`src/rtl/sdram_upload_reader.sv`:
```
// sdram_upload_reader
//   Serves host upload reads (16-bit halfwords) from SDRAM through a one-word
//   cache. When the host reads the upper half of the cached word, the next
//   word is prefetched.
//
// State table
//   state    | meaning
//   IDLE     | no request outstanding; cache hits are served here
//   FETCH    | demand read outstanding; host is stalled
//   PREFETCH | read of the next word outstanding; a host read may queue here
//   DRAIN    | upload ended with a request outstanding; discard its data
//
// Ports
//   clk1x        : sole clock, rising edge
//   reset        : synchronous, active-high
//   ioctl_upload : upload session active
//   ioctl_rd     : one-cycle host read strobe for ioctl_addr
//   ioctl_addr   : host byte address (bit 0 ignored)
//   ioctl_din    : halfword returned to the host
//   ioctl_wait   : host must stall while high
//   sdram_addr   : word-aligned SDRAM byte address (tag * 4 + BASE_ADDR)
//   sdram_req    : one-cycle read request pulse
//   sdram_rnw    : always 1 (read only)
//   sdram_dout   : SDRAM read data, valid with sdram_ready
//   sdram_ready  : one-cycle completion pulse
module sdram_upload_reader #(
  parameter logic [26:0] BASE_ADDR = 27'd0
) (
  input  logic        clk1x,
  input  logic        reset,
  input  logic        ioctl_upload,
  input  logic        ioctl_rd,
  input  logic [26:0] ioctl_addr,
  output logic [15:0] ioctl_din,
  output logic        ioctl_wait,
  output logic [26:0] sdram_addr,
  output logic        sdram_req,
  output logic        sdram_rnw,
  input  logic [31:0] sdram_dout,
  input  logic        sdram_ready
);

  typedef enum logic [1:0] {IDLE, FETCH, PREFETCH, DRAIN} state_t;

  state_t      state, state_n;
  logic [31:0] cache_word, cache_word_n;
  logic [24:0] cache_tag, cache_tag_n;
  logic        cache_valid, cache_valid_n;
  logic [24:0] fetch_tag, fetch_tag_n;
  logic        fetch_half, fetch_half_n;
  logic        pend_rd, pend_rd_n;
  logic [24:0] pend_tag, pend_tag_n;
  logic        pend_half, pend_half_n;
  logic [15:0] din_n;
  logic        wait_n;
  logic [26:0] sdram_addr_n;
  logic        sdram_req_n;

  logic [24:0] rd_tag;
  logic        rd_half;
  logic        hit;
  logic [24:0] svc_tag;
  logic        svc_half;
  logic        unused_addr_bit0;

  assign rd_tag   = ioctl_addr[26:2];
  assign rd_half  = ioctl_addr[1];
  assign hit      = cache_valid && (cache_tag == rd_tag);
  // A read queued during PREFETCH takes priority over one arriving with ready.
  assign svc_tag  = pend_rd ? pend_tag  : rd_tag;
  assign svc_half = pend_rd ? pend_half : rd_half;
  assign unused_addr_bit0 = ioctl_addr[0];
  assign sdram_rnw = 1'b1;

  function automatic logic [26:0] word_addr(input logic [24:0] t);
    return {t, 2'b00} + BASE_ADDR;
  endfunction

  function automatic logic [15:0] sel_half(input logic [31:0] w, input logic h);
    return h ? w[31:16] : w[15:0];
  endfunction

  always_comb begin
    state_n       = state;
    cache_word_n  = cache_word;
    cache_tag_n   = cache_tag;
    cache_valid_n = cache_valid;
    fetch_tag_n   = fetch_tag;
    fetch_half_n  = fetch_half;
    pend_rd_n     = pend_rd;
    pend_tag_n    = pend_tag;
    pend_half_n   = pend_half;
    din_n         = ioctl_din;
    wait_n        = ioctl_wait;
    sdram_addr_n  = sdram_addr;
    sdram_req_n   = 1'b0;

    case (state)
      IDLE: begin
        if (!ioctl_upload) begin
          cache_valid_n = 1'b0;
        end else if (ioctl_rd) begin
          if (hit) begin
            din_n = sel_half(cache_word, rd_half);
            if (rd_half) begin
              sdram_req_n  = 1'b1;
              sdram_addr_n = word_addr(cache_tag + 25'd1);
              fetch_tag_n  = cache_tag + 25'd1;
              state_n      = PREFETCH;
            end
          end else begin
            sdram_req_n  = 1'b1;
            sdram_addr_n = word_addr(rd_tag);
            fetch_tag_n  = rd_tag;
            fetch_half_n = rd_half;
            wait_n       = 1'b1;
            state_n      = FETCH;
          end
        end
      end

      FETCH: begin
        if (!ioctl_upload) begin
          cache_valid_n = 1'b0;
          wait_n        = 1'b0;
          // A completion in this very cycle needs no draining.
          state_n       = sdram_ready ? IDLE : DRAIN;
        end else if (sdram_ready) begin
          cache_word_n  = sdram_dout;
          cache_tag_n   = fetch_tag;
          cache_valid_n = 1'b1;
          din_n         = sel_half(sdram_dout, fetch_half);
          wait_n        = 1'b0;
          state_n       = IDLE;
        end
      end

      PREFETCH: begin
        if (!ioctl_upload) begin
          cache_valid_n = 1'b0;
          wait_n        = 1'b0;
          pend_rd_n     = 1'b0;
          state_n       = sdram_ready ? IDLE : DRAIN;
        end else begin
          if (ioctl_rd && !pend_rd) begin
            pend_rd_n   = 1'b1;
            pend_tag_n  = rd_tag;
            pend_half_n = rd_half;
            wait_n      = 1'b1;
          end
          if (sdram_ready) begin
            cache_word_n  = sdram_dout;
            cache_tag_n   = fetch_tag;
            cache_valid_n = 1'b1;
            pend_rd_n     = 1'b0;
            state_n       = IDLE;
            if (pend_rd || ioctl_rd) begin
              if (svc_tag == fetch_tag) begin
                din_n  = sel_half(sdram_dout, svc_half);
                wait_n = 1'b0;
              end else begin
                sdram_req_n  = 1'b1;
                sdram_addr_n = word_addr(svc_tag);
                fetch_tag_n  = svc_tag;
                fetch_half_n = svc_half;
                wait_n       = 1'b1;
                state_n      = FETCH;
              end
            end
          end
        end
      end

      DRAIN: begin
        if (!ioctl_upload) cache_valid_n = 1'b0;
        if (sdram_ready) state_n = IDLE;
      end

      default: state_n = IDLE;
    endcase
  end

  always_ff @(posedge clk1x) begin
    if (reset) begin
      state       <= IDLE;
      cache_word  <= 32'd0;
      cache_tag   <= 25'd0;
      cache_valid <= 1'b0;
      fetch_tag   <= 25'd0;
      fetch_half  <= 1'b0;
      pend_rd     <= 1'b0;
      pend_tag    <= 25'd0;
      pend_half   <= 1'b0;
      ioctl_din   <= 16'd0;
      ioctl_wait  <= 1'b0;
      sdram_addr  <= 27'd0;
      sdram_req   <= 1'b0;
    end else begin
      state       <= state_n;
      cache_word  <= cache_word_n;
      cache_tag   <= cache_tag_n;
      cache_valid <= cache_valid_n;
      fetch_tag   <= fetch_tag_n;
      fetch_half  <= fetch_half_n;
      pend_rd     <= pend_rd_n;
      pend_tag    <= pend_tag_n;
      pend_half   <= pend_half_n;
      ioctl_din   <= din_n;
      ioctl_wait  <= wait_n;
      sdram_addr  <= sdram_addr_n;
      sdram_req   <= sdram_req_n;
    end
  end

endmodule
```
`config.mk`:
```
export PLATFORM = sky130hd
export DESIGN_NAME = sdram_upload_reader
export DESIGN_NICKNAME = d
export VERILOG_FILES = /design/src/rtl/sdram_upload_reader.sv
export SDC_FILE = /design/constraint.sdc
export NUM_CORES = 1
export LEC_CHECK = 0
export BUFFER_PORTS_ARGS = -buffer_cell sky130_fd_sc_hd__buf_2
export CORE_MARGIN = 2
export CORE_UTILIZATION = 59
export CTS_BUF_LIST = sky130_fd_sc_hd__clkbuf_8
export DETAILED_ROUTE_END_ITERATION = 8
export PLACE_DENSITY = 0.79
export SYNTH_ARGS = -nofsm -noshare
export SYNTH_HDL_FRONTEND = slang
export SYNTH_SLANG_ARGS = --single-unit
```
`constraint.sdc`:
```
create_clock -name clk1x -period 2.6 [get_ports clk1x]
set_input_delay 0.13 -clock clk1x [delete_from_list [all_inputs] [get_ports clk1x]]
set_output_delay 0.13 -clock clk1x [all_outputs]
set_load 0.05 [all_outputs]
```
==> flow_summary.ini <==
[floorplan]
core_area_sq_um = 12000
rows = 40
die_w_um = 115
fp.dieH_um = 115
pin_count = 110
dieArea_sq_um = 13300
initial_core_util_pct = 60.7

[cts]
clock_latency_ns = 0.47
clkTransAtPathRegs_ns = 0.08
h-tree-depth = 4
cts.sinks = 131
ctsLongestPathBuffers = 2
cts_root_buffer = clkbuf_8
cts_tree = done
cts_made_buffers = 17

[placement]
io_buffers = 105
dp_hpwl_um = 14400
placedCellCount = 1176
routabilityCongestion = 0.976
place_area_sq_um = 8100

[sta]
worstMarginPinSlew_ns = 1.20
fmax_mhz = 397
rsz0062_at_grt = true
relSlewSlack_pct = 20.0
setup_violations = 0
hold_viol_final = 0
fin_crit_ns = 2.52
maxSlewViolCount = 0
finClkSkew_ns = 0.0187
finalCritPeriodShare_pct = 96.9

[logic_synthesis]
seq_area_frac_synth_pct = 36.0
synthArstFlopShare_pct = 0
synth_top_flop_cell = dfxtp_1
syn-instance-count = 949
synth_area_leader_cell = dfxtp_1
ys_top_cells_by_area = dfxtp_1 (36%), nand2_1 (11%), a21oi_1 (9.8%)
yosysTopAreaCellShare_pct = 36.0
ys_types = 56
avgSynthCellArea_sq_um = 7.68
synthesis.area_sq_um = 7290
synth-edff-count = 0
synth_seq_cells = 131
ys_warn_count = 0

[routing]
drt_iter0_drc = 870
drcViolationCount = 0
dr.pass1.iters = 6
wl_per_cell_um = 18.2
totalWireLength_um = 23100
via_count = 7824
drtAntennaViolNets = 0
via_per_inst = 6.17

[power]
leakagePower_nw = 3.50
switching_share_pct = 44.0
p_int_mw = 4.28
irDropWorstVdd_uv = 531
seqPwrFrac_pct = 32.9
combPwrFrac_pct = 45.2
p_clk_share_pct = 21.9
net-switching-power_mw = 3.36
p_per_area_nw_per_um2 = 835
finalPower_mw = 7.65

[grt]
grt_max_degree = 77
grt_use_met2_pct = 53.3
grt_util_met3_pct = 8.54
track_usage_pct = 34.3
grt_pass1_wl_um = 35600
antenna_found_initial = 0
gr-usage-met1_pct = 46.5
grt_overflow_total = 0
grt_pass1_vias = 7008
grt-busiest-layer = met2

[critical_path]
required_ns = 2.99
crit-reg2reg-launch = pend_rd$_SDFFE_PP0P_
critPathMaxFanout = 14
cp.arrival_ns = 2.91
end_kind = flip-flop
startpoint = ioctl_addr[26]
worst-setup-path-type = in -> reg
critPathLaunchType = input pin

[final_layout]
post-route-cell-area_sq_um = 9160
area_growth_syn_to_layout_pct = 25.7
drive_above_1_share_pct = 18.1
antenna_cells = 0
stdcell_count = 1268
fin_nets = 1178
n_fill_cell = 837

[min_path]
worstHoldStart = sdram_ready
hold_path_class = in -> reg

[status]
status = finished clean

[job]
cap_violations = 0
[power by group through the flow]
stage                     Clock, mW  Combinational (mW)  Sequential, mW
after global routing           1.78                3.66            2.54
after global placement            0                3.15            2.54
after CTS                      1.67                3.26            2.50
final                          1.68                3.45            2.52
after detailed placement          0                3.18            2.55
after floorplan                   0                1.75            3.03
[flip-flops by register name, summed over array words and instances, names as in the netlist]
| name | count |
|---|---|
| ioctl_din | 16 |
| cache_tag | 25 |
| fetch_half | 1 |
| pend_tag | 25 |
| pend_half | 1 |
| cache_word | 32 |
| cache_valid | 1 |
| sdram_req | 1 |
| state | 2 |
| pend_rd | 1 |
| ioctl_wait | 1 |
| fetch_tag | 25 |
[cell families (layout without fill, tap and decap cells)]
family	count (synthesis)	after routing	share of synthesized area (%)
muxes	47	47	6.46
other	2	3	0.103
DFF	131	131	36.0
AOI/OAI and AO/OA	260	260	20.7
buffers and inverters	80	251	5.07
adders and majority gates	6	6	1.03
xor gates and xnor gates	70	70	8.41
and+or+nand+nor	353	353	22.2
[cell usage after synthesis, types with 2 or more instances]
cell / count
nand2b_1: 6
and2_1: 3
o21ai_1: 16
buf_2: 6
nor2b_1: 17
and3b_1: 3
inv_1: 9
o21ai_0: 34
xor2_1: 44
nor3_1: 8
a22oi_1: 21
a31oi_1: 2
nand3_1: 25
nor2_1: 31
a311oi_1: 5
buf_1: 2
dfxtp_1: 131
nor4_1: 8
buf_6: 4
ha_1: 6
and4_1: 5
clkbuf_1: 54
nand4_1: 12
conb_1: 2
and3_1: 7
nor4_2: 3
a211oi_1: 19
mux2i_1: 47
a21oi_1: 142
o221ai_1: 3
o211ai_1: 6
or3_1: 3
nand2_1: 214
xnor2_1: 26
buf_4: 4
[placed cells by master (no fill, tap or decap), types with 24 or more instances in the layout]
cell type	instances
dfxtp_1	130
mux2i_1	45
nand2_1	214
xnor2_1	24
o21ai_0	31
buf_2	104
nand3_1	24
nor2_1	31
xor2_1	44
dlygate4sd3_1	57
buf_4	40
a21oi_1	142
[stage by stage]
stage / hold WS, ns / TNS [ns] / util, % / setup slack, ns
after floorplan: 0.266 / 0 / - / 0.229
after global placement: 0.383 / 0 / 67.4 / 0.121
after detailed placement: 0.388 / 0 / 67.4 / 0.0404
after CTS: 0.0354 / 0 / 75.3 / 0.0242
after global routing: 0.0469 / -0.0820 / 76.2 / -0.0524
final: 0.0427 / 0 / 76.2 / 0.0797
[worst paths after layout]
kind / end / slack [ns] / cells after the start
min: cache_valid$_SDFFE_PP0P_ / 0.04 / 3
min reg2reg: cache_word[1]$_SDFFE_PP0P_ / 0.45 / 2
max: fetch_tag[12]$_SDFFE_PP0P_ / 0.08 / 10
max reg2reg: ioctl_din[5]$_SDFFE_PP0P_ / 0.08 / 9
[final cells by class]
type | instances | area, sq um | share of cell area [%]
clock buffer | 18 | 248 | 2.71
sequential | 131 | 2630 | 28.7
timing repair buffer | 210 | 1570 | 17.2
tap | 147 | 184 | 2.01
clock inverter | 14 | 128 | 1.39
multi-input combinational | 739 | 4360 | 47.7
inverter | 9 | 33.8 | 0.369
[routing by layer]
metal / routed length (um) / vias to the layer above
met3: 2230 / 66
met5: 0 / -
li1: - / 3629
met2: 10600 / 465
met4: 551 / 0
met1: 9670 / 3664
[timing repair]
action,4_1_cts,5_1_grt
hold buffers,57,0
hold endpoints to repair,61,0
endpoints found under the setup margin,0,32
gates resized for setup,0,13
buffers inserted,0,1
[critical path, stage by stage]
cell,delay (ns)
dlygate4sd3_1,0.54
buf_2,0.16
xor2_1,0.16
nor4_1,0.36
nand4_1,0.19
or4_4,0.59
o21ai_1,0.21
buf_4,0.27
o21ai_0,0.13
mux2i_1,0.17
No activity file was read; power rests on OpenSTA's default activity.
